==> src/rtl/iq_issue_scheduler.sv <==
// Oldest-first issue selection from the IQ into two ALU slots and one memory slot.
// Optional ISSUE_PERF_EN build adds the issue_cnt / stall_cnt performance counters.
module iq_issue_scheduler #(
    parameter int IQ_DEPTH = 8,
    parameter int POS_W    = 3,
    parameter int MEM_LAT  = 2
) (
    input  logic                clk,
    input  logic                nrst,
    input  logic                flush,
    input  logic [POS_W-1:0]    head,
    input  logic [IQ_DEPTH-1:0] ready_alu,
    input  logic [IQ_DEPTH-1:0] ready_mem,
    input  logic [IQ_DEPTH-1:0] free_mask,
    input  logic [1:0]          alu_accept,
    input  logic                mem_accept,
    output logic [1:0]          alu_valid,
    output logic [POS_W-1:0]    alu_iqpos0,
    output logic [POS_W-1:0]    alu_iqpos1,
    output logic                mem_valid,
    output logic [POS_W-1:0]    mem_iqpos,
    output logic [IQ_DEPTH-1:0] issued_mask
`ifdef ISSUE_PERF_EN
    ,
    output logic [15:0]         issue_cnt,
    output logic [15:0]         stall_cnt
`endif
);

    localparam int CNT_W = (MEM_LAT > 1) ? $clog2(MEM_LAT) : 1;
    localparam logic [CNT_W-1:0] BUSY_LOAD = CNT_W'(MEM_LAT - 1);

    logic [1:0]          r_alu_valid;
    logic [POS_W-1:0]    r_alu_pos0;
    logic [POS_W-1:0]    r_alu_pos1;
    logic                r_mem_valid;
    logic [POS_W-1:0]    r_mem_pos;
    logic [IQ_DEPTH-1:0] r_issued;
    logic [CNT_W-1:0]    r_busy;

    logic [IQ_DEPTH-1:0] w_held;
    logic [IQ_DEPTH-1:0] w_ca;
    logic [IQ_DEPTH-1:0] w_cm;
    logic                w_a_found0;
    logic                w_a_found1;
    logic [POS_W-1:0]    w_a_pos0;
    logic [POS_W-1:0]    w_a_pos1;
    logic                w_m_found;
    logic [POS_W-1:0]    w_m_pos;
    logic [1:0]          w_alu_ld;
    logic [1:0]          w_alu_valid_nxt;
    logic [POS_W-1:0]    w_alu_pos0_nxt;
    logic [POS_W-1:0]    w_alu_pos1_nxt;
    logic                w_mem_hs;
    logic                w_mem_ld;
    logic                w_mem_valid_nxt;
    logic [POS_W-1:0]    w_mem_pos_nxt;
    logic [CNT_W-1:0]    w_busy_nxt;
    logic [IQ_DEPTH-1:0] w_load_mask;

    function automatic logic [POS_W-1:0] age_pos(input logic [POS_W-1:0] base, input int unsigned off);
        logic [POS_W-1:0] w_off;
        w_off = off[POS_W-1:0];
        return base + w_off;
    endfunction

    // Positions currently parked in a slot are not eligible for another grant.
    always_comb begin
        w_held = '0;
        w_held[r_alu_pos0] = w_held[r_alu_pos0] | r_alu_valid[0];
        w_held[r_alu_pos1] = w_held[r_alu_pos1] | r_alu_valid[1];
        w_held[r_mem_pos]  = w_held[r_mem_pos]  | r_mem_valid;
    end

    assign w_cm = ready_mem & ~r_issued & ~free_mask & ~w_held;
    assign w_ca = ready_alu & ~r_issued & ~free_mask & ~w_held & ~ready_mem;

    // Age-ordered scan from head: two oldest ALU candidates, oldest memory candidate.
    always_comb begin
        w_a_found0 = 1'b0;
        w_a_found1 = 1'b0;
        w_a_pos0   = '0;
        w_a_pos1   = '0;
        w_m_found  = 1'b0;
        w_m_pos    = '0;
        for (int unsigned i = 0; i < IQ_DEPTH; i++) begin
            if (w_ca[age_pos(head, i)]) begin
                if (!w_a_found0) begin
                    w_a_found0 = 1'b1;
                    w_a_pos0   = age_pos(head, i);
                end else if (!w_a_found1) begin
                    w_a_found1 = 1'b1;
                    w_a_pos1   = age_pos(head, i);
                end else begin
                    w_a_found1 = w_a_found1;
                end
            end else begin
                w_a_found0 = w_a_found0;
            end
            if (w_cm[age_pos(head, i)] && !w_m_found) begin
                w_m_found = 1'b1;
                w_m_pos   = age_pos(head, i);
            end else begin
                w_m_found = w_m_found;
            end
        end
    end

    assign w_alu_ld = ~r_alu_valid | alu_accept;

    // ALU slot refill: oldest candidate to the lowest-numbered free slot.
    always_comb begin
        w_alu_valid_nxt = r_alu_valid;
        w_alu_pos0_nxt  = r_alu_pos0;
        w_alu_pos1_nxt  = r_alu_pos1;
        w_load_mask     = '0;
        if (w_alu_ld[0]) begin
            w_alu_valid_nxt[0] = w_a_found0;
            w_alu_pos0_nxt     = w_a_found0 ? w_a_pos0 : '0;
            w_load_mask[w_a_pos0] = w_a_found0;
            if (w_alu_ld[1]) begin
                w_alu_valid_nxt[1] = w_a_found1;
                w_alu_pos1_nxt     = w_a_found1 ? w_a_pos1 : '0;
                w_load_mask[w_a_pos1] = w_load_mask[w_a_pos1] | w_a_found1;
            end else begin
                w_alu_valid_nxt[1] = r_alu_valid[1];
            end
        end else begin
            if (w_alu_ld[1]) begin
                w_alu_valid_nxt[1] = w_a_found0;
                w_alu_pos1_nxt     = w_a_found0 ? w_a_pos0 : '0;
                w_load_mask[w_a_pos0] = w_a_found0;
            end else begin
                w_alu_valid_nxt[1] = r_alu_valid[1];
            end
        end
    end

    // Busy count is judged on its post-edge value, so MEM_LAT=1 allows back-to-back grants.
    always_comb begin
        w_mem_hs = r_mem_valid & mem_accept;
        if (w_mem_hs) begin
            w_busy_nxt = BUSY_LOAD;
        end else if (r_busy != {CNT_W{1'b0}}) begin
            w_busy_nxt = r_busy - {{(CNT_W-1){1'b0}}, 1'b1};
        end else begin
            w_busy_nxt = r_busy;
        end
        w_mem_ld = (~r_mem_valid | mem_accept) & (w_busy_nxt == {CNT_W{1'b0}});
    end

    // Memory slot refill; an accepted grant that cannot be replaced just drops valid.
    always_comb begin
        w_mem_valid_nxt = r_mem_valid;
        w_mem_pos_nxt   = r_mem_pos;
        if (w_mem_ld) begin
            w_mem_valid_nxt = w_m_found;
            w_mem_pos_nxt   = w_m_found ? w_m_pos : '0;
        end else if (w_mem_hs) begin
            w_mem_valid_nxt = 1'b0;
            w_mem_pos_nxt   = '0;
        end else begin
            w_mem_valid_nxt = r_mem_valid;
        end
    end

    // Slot, issued-mask and busy-counter state; flush squashes everything pending.
    always_ff @(posedge clk or negedge nrst) begin
        if (!nrst) begin
            r_alu_valid <= 2'b00;
            r_alu_pos0  <= '0;
            r_alu_pos1  <= '0;
            r_mem_valid <= 1'b0;
            r_mem_pos   <= '0;
            r_issued    <= '0;
            r_busy      <= '0;
        end else if (flush) begin
            r_alu_valid <= 2'b00;
            r_alu_pos0  <= '0;
            r_alu_pos1  <= '0;
            r_mem_valid <= 1'b0;
            r_mem_pos   <= '0;
            r_issued    <= '0;
            r_busy      <= '0;
        end else begin
            r_alu_valid <= w_alu_valid_nxt;
            r_alu_pos0  <= w_alu_pos0_nxt;
            r_alu_pos1  <= w_alu_pos1_nxt;
            r_mem_valid <= w_mem_valid_nxt;
            r_mem_pos   <= w_mem_pos_nxt;
            r_issued    <= (r_issued | w_load_mask |
                           ({IQ_DEPTH{w_mem_ld & w_m_found}} & (IQ_DEPTH'(1) << w_m_pos))) & ~free_mask;
            r_busy      <= w_busy_nxt;
        end
    end

    assign alu_valid   = r_alu_valid;
    assign alu_iqpos0  = r_alu_pos0;
    assign alu_iqpos1  = r_alu_pos1;
    assign mem_valid   = r_mem_valid;
    assign mem_iqpos   = r_mem_pos;
    assign issued_mask = r_issued;

`ifdef ISSUE_PERF_EN
    logic [15:0] r_issue_cnt;
    logic [15:0] r_stall_cnt;
    logic [1:0]  w_hs_cnt;
    logic        w_stall;

    function automatic logic [15:0] sat_add(input logic [15:0] cnt, input logic [1:0] inc);
        logic [16:0] w_sum;
        w_sum = {1'b0, cnt} + {15'd0, inc};
        return w_sum[16] ? 16'hFFFF : w_sum[15:0];
    endfunction

    assign w_hs_cnt = {1'b0, r_alu_valid[0] & alu_accept[0]} +
                      {1'b0, r_alu_valid[1] & alu_accept[1]} +
                      {1'b0, r_mem_valid & mem_accept};
    assign w_stall  = (|(r_alu_valid & ~alu_accept)) | (r_mem_valid & ~mem_accept);

    // Saturating performance counters; deliberately blind to flush.
    always_ff @(posedge clk or negedge nrst) begin
        if (!nrst) begin
            r_issue_cnt <= 16'd0;
            r_stall_cnt <= 16'd0;
        end else begin
            r_issue_cnt <= sat_add(r_issue_cnt, w_hs_cnt);
            r_stall_cnt <= sat_add(r_stall_cnt, {1'b0, w_stall});
        end
    end

    assign issue_cnt = r_issue_cnt;
    assign stall_cnt = r_stall_cnt;
`endif

endmodule

==> config.mk <==
export PLATFORM = sky130hd
export DESIGN_NAME = iq_issue_scheduler
export DESIGN_NICKNAME = d
export VERILOG_FILES = /design/src/rtl/iq_issue_scheduler.sv
export SDC_FILE = /design/constraint.sdc
export NUM_CORES = 1
export LEC_CHECK = 0
export CORE_ASPECT_RATIO = 1.4
export CORE_MARGIN = 2
export CORE_UTILIZATION = 40
export DETAILED_ROUTE_END_ITERATION = 10
export PLACE_DENSITY_LB_ADDON = 0.1
export REMOVE_ABC_BUFFERS = 1
export SKIP_LAST_GASP = 1
export SLEW_MARGIN = 20
export SYNTH_ARGS = -nofsm -noshare
export SYNTH_HDL_FRONTEND = slang
export SYNTH_SLANG_ARGS = --single-unit
export TNS_END_PERCENT = 30
==> constraint.sdc <==
create_clock -name clk -period 10 [get_ports clk]
set_input_delay 2.5 -clock clk [delete_from_list [all_inputs] [get_ports clk]]
set_output_delay 2.5 -clock clk [all_outputs]
set_load 0.05 [all_outputs]
Yosys cells after proc, flatten, opt, wreduce, memory -nomap -nowiden --
Memory sizes are Yosys's and may differ from the RTL's. Cells that the tools add are included. W data, S select, Z words.
Operators by class: $add $sub $neg 8, $lt $le $gt $ge 18, shift operators 1, multiplexer cells 152, bitwise operators 29, reduce and logical (&&, ||, !) cells 22
Operator list (number):
- $mux W3 | 55
- $and A8 B8 Y8 | 11
- $mux W1 | 65
- $bmux W1 S3 | 19
- $lt A3 B4 Y1 const B | 13
- $mux W8 | 4
- $not A8 Y8 | 4
- $bwmux W8 | 3
- $or A8 B8 Y8 | 2
- $demux W1 S3 | 5
- $ge A3 B1 Y1 const B | 5
- $add A3 B3 Y3 const B | 4
- $logic_and A1 B1 Y1 | 12
- $shl A1 B3 Y8 const A | 1
- $logic_not A1 Y1 | 7
- $add A3 B2 Y3 const B | 2
- $or A1 B1 Y1 | 5
- $reduce_bool A2 Y1 | 2
- $add A3 B1 Y3 const B | 1
- $and A1 B1 Y1 | 3
- $reduce_bool A3 Y1 | 1
- $mux W2 | 1
- $not A1 Y1 | 2
- $not A2 Y2 | 1
- other kinds (2) | 2
Storage, ports and cells: bits in registers 21, ROM bits 8, input bits 33, output and inout bits 20, word-level logic and storage cells 239, memories kept 1
Memories:
- (no name shown) | words 8, width 1, read ports 1, clocked after Yosys merged registers in 0, wr ports 0, RTL line 70 | w_held[r_alu_pos0] = w_held[r_alu_pos0] | r_alu_valid[0];

Logic depth before layout (Yosys ltp) --
depth in word-level cells 50, depth in mapped cells 20

Worst setup path before layout --
No wires, ideal clock.
path kind in2reg, from in head[0], to reg r_issued[2], in the netlist issued_mask[2], setup time 0.122 ns, arrival time 6.776 ns, required time 9.878 ns, path slack 3.103 ns, stages on the path 18, cells stage by stage clkbuf_1 > inv_1 > clkbuf_1 > clkbuf_1 > ha_1 > clkbuf_1 > inv_1 > clkbuf_1 > o21ai_0 > and4_1 > nor3_1 > mux2i_2 > nor4_4 > xnor2_1 > or3_4 > a21o_1 > and3_1 > a32o_1
Between the ends: longest elaborated chain between the ends 34, elaborated cells between the ends (all ways) 151, those cells by class add/sub: 7; order compare: 4; shift: 1; mux: 116; bitwise: 7; reduce/logical: 16
RTL lines:
- from (decl) | RTL line 11 | input logic [POS_W-1:0] head,
- parallel branches: the longest is 31 deep, another holds $add A3 B1 Y3
- $or A8 B8 Y8 * | RTL line 191 | r_issued <= (r_issued | w_load_mask |
- $and A8 B8 Y8 * | RTL line 192 | ({IQ_DEPTH{w_mem_ld & w_m_found}} & (IQ_DEPTH'(1) << w_m_pos))) & ~free_mask;
- $mux W8 * | RTL line 177 | end else if (flush) begin
- to (signal assigned) | RTL line 191
- to (decl) | RTL line 38 | logic [IQ_DEPTH-1:0] r_issued;
Every way passes the cells marked *. The select of a mux whose other input is x is not followed. A chain may end at the register's enable or synchronous reset.

Worst setup path after layout --
from in head[1], to reg r_issued[5], in the netlist issued_mask[5]
Same word-level chain as after synthesis.

==> flow_summary_export.csv <==
group,metric,value,unit
worst_setup_path,arrival,8410,ps
sta,worst_pin_slew,1175,ps
worst_setup_path,reg2reg_depth,13,
route,final_antenna_net_count,0,
global_routing,grt_pass1_wl,33.49,mm
power,comb_power_share,72.0,%
power,total_power,0.8966,mW
min_path,hold-path-cell-count,2,
clock_tree,cts_buffers,3,
synth,synth_top_area_share,9.653,%
layout,n_fill_cell,1303,
synth,synth_seq_cells,20,
clock_tree,clk_pin_slew,60,ps
power,clock_power_share,10.2,%
clock_tree,post_cts_resized,0,
synth,yosysSeqAreaShare,9.653,%
power,power_per_cell_area,155.1,mW/mm^2
worst_setup_path,cp.required,10150,ps
floorplan,core-area,0.01275,sq mm
route,wirelength,21.97,mm
worst_setup_path,endpoint_kind,"flop",
power,swShare,56.27,%
worst_setup_path,crit_fanout,30,
sta,finalClockSkew,1.870,ps
clock_tree,clock-root-buffer,"clkbuf_16",
sta,final_hold_viol_count,0,
route,num_vias,6292,
sta,final.setup.tns,0,ps
layout,multi_input_area,0.004370,sq mm
clock_tree,clockBufferDepth,2,
clock_tree,htree_levels,1,
synth,synth_top_area_cell,"dfrtp_1",
floorplan,dieWidth,100.2,um
sta,slew_viol_final,0,
global_routing,antenna_found_initial,0,
outcome,status,"completed",
run,drv_cap,0,
layout,layout_commonest_cell,"nor2_1",
layout,n_antenna_cell,0,
global_routing,first_global_vias,5764,
route,drt-pass1-iter-count,6,
synth,ys.warnings.count,0,
route,via_per_inst,7.291,
sta,relSlewSlack,21.41,%
clock_tree,cts_tree,"done",
floorplan,start_util,40.66,%
placement,gp_congestion,0.9766,
route,wl_per_cell,25.46,um
min_path,hp-class,"reg -> reg",
layout,finalCoreUtilization,45.32,%
synth,synth_edf_count,0,
clock_tree,cts_sinks,20,
sta,fin_crit_sh,82.57,%
global_routing,grt_usage,30.31,%
clock_tree,cts_hold_buf,0,
sta,finalSetupViolCount,0,
placement,port_buffers,52,
power,ir_drop,0.00007031,V
layout,drive_gt1_share,10.56,%
layout,area_growth,11.46,%
floorplan,die-area,0.01390,sq mm
layout,layout_common_cells,"59 x nor2_1, 54 x nand2_1, 52 x clkdlybuf4s50_1, 32 x nor3_1, 30 x nand3_1",
synth,ys_types,107,
power,p_seq_share,17.8,%
clock_tree,worst_skew_pair.late_latency,250,ps
placement,dp_hpwl,16.96,mm
sta,rsz0062_at_grt,"no",
floorplan,rows,49,
route,dr.first_iter.drc_count,644,
worst_setup_path,startpoint_type,"input port",
worst_setup_path,path_class,"in -> reg",
synth,synthArstFlopShare,100.0,%
layout,ff_latch_area,500.5,sq um
clock_tree,cts_setup_buffers,0,
sta,fmax,0.1211,GHz
global_routing,overflow,0,
floorplan,pin_count,53,
synth,ys.flop_type,"dfrtp_1",
power,p_int,0.3921,mW
synth,syn_inst,702,
power,power_switching,0.5045,mW
sta,fin_crit,8257,ps
power,leakage,2.106,nW
synth,synth_area,0.005185,sq mm
global_routing,grt_max_degree,41,
floorplan,die_h,138.7,um
synth,synth.area.top_cells,"dfrtp_1 9.7%, nor2_1 4.3%, nand2_1 3.9%",
layout,fin_nets,748,
synth,syn_avg_cell_area,7.386,sq um
route,remaining_drc_errors,0,
## path summary, 6_finish.rpt
| check | slack (ps) | endpoint | start |
|---|---|---|---|
| worst max register to register | 3960 | issued_mask[3]$_DFF_PN0_ | alu_iqpos1[2]$_DFFE_PN0P_ |
| min in group asynchronous | 2770 | alu_valid[0]$_DFFE_PN0P_ | nrst |
| max in group asynchronous | 6660 | mem_iqpos[2]$_DFFE_PN0P_ | nrst |
| worst max-delay path | 1740 | issued_mask[5]$_DFF_PN0_ | head[1] |
| worst min register to register | 630 | issued_mask[1]$_DFF_PN0_ | issued_mask[1]$_DFF_PN0_ |
| worst min-delay path | 630 | issued_mask[1]$_DFF_PN0_ | issued_mask[1]$_DFF_PN0_ |
## critical path, cell delays in order
cell             delay (ps)
clkdlybuf4s50_1         450
buf_4                   310
inv_2                   250
ha_1                    340
buf_4                   240
inv_1                   660
nor2_1                  240
o2bb2ai_1               190
a21o_1                  230
nor3_1                  630
mux2i_2                 350
nor4_4                  460
xnor2_1                 190
nor3_1                   90
o31ai_1                 570
nand2_1                 310
o32ai_1                 340
## layer usage
metal | vias to the layer above | share of wire, % | global-route usage [%]
met4 | 0 | 4.5 | 11.61
met2 | 338 | 47 | 48.85
met3 | 62 | 7.1 | 2.621
met5 | - | 0 | 0
met1 | 3028 | 42 | 41.67
li1 | 2864 | - | -
## power by group through the flow
| stage | Sequential (mW) | Combinational (mW) | Clock (mW) |
|---|---|---|---|
| floorplan | 0.184 | 0.396 | 0 |
| global placement | 0.158 | 0.626 | 0 |
| detailed placement | 0.159 | 0.629 | 0 |
| CTS | 0.158 | 0.632 | 0.0915 |
| global route | 0.162 | 0.688 | 0.0952 |
| finish | 0.160 | 0.646 | 0.0910 |
## synthesized netlist by cell type (5+ instances only)
cell type,number
nor2_1,59
nand2_1,54
clkbuf_1,32
nor3_1,32
nand3_1,30
a21oi_1,29
o21ai_0,25
dfrtp_1,20
o211ai_1,19
a211oi_1,18
or3_1,17
buf_2,14
inv_1,12
mux2i_1,12
nand4_1,12
nor4_1,12
o31ai_1,12
a21o_1,9
and3_1,9
o211a_1,9
o32ai_1,9
xnor2_1,9
a211o_1,8
a22oi_1,8
nor4b_1,8
o221ai_1,8
or2_2,8
and2_1,7
and4_1,7
o22ai_1,7
and3b_1,6
nand3b_1,6
or4b_1,6
a221oi_1,5
buf_4,5
mux2_2,5
nor2b_1,5
nor3b_1,5
## stage by stage
| stage | cells | worst slack (ps) | instance area [sq um] | hold slack [ps] |
|---|---|---|---|---|
| global placement | 859 | 1869 | 5684 | 618.4 |
| finish | 863 | 1743 | 5779 | 634.6 |
| floorplan | 647 | 3150 | 4920 | 862.2 |
| detailed placement | 859 | 1704 | 5684 | 614.9 |
| CTS | 863 | 1924 | 5773 | 629.8 |
| global route | 863 | 1463 | 5779 | 648.2 |
## flip-flops by register name, summed over array words and instances (netlist names)
register     cells
alu_valid        2
issued_mask      8
mem_valid        1
alu_iqpos1       3
mem_iqpos        3
alu_iqpos0       3
## area by class of cell
cell class                      instances  area share, %
Multi-Input combinational cell        613          75.62
Timing Repair Buffer                   59          9.916
Tap cell                              153          3.312
Sequential cell                        20          8.660
Clock buffer                            4          1.537
Inverter                               14         0.9526
## kinds of logic after synthesis
logic type               count (synthesis)  share of synthesized area, %
adder cells (fa/ha/maj)                  4                        0.9653
buffers and inverters                   69                         6.178
flip-flops                              20                         9.653
multiplexers                            21                         4.826
AO/OA/AOI/OAI                          253                         39.46
AND/OR/NAND/NOR                        322                         36.73
XOR/XNOR                                13                         2.196
Power figures use the tool's default switching activity.
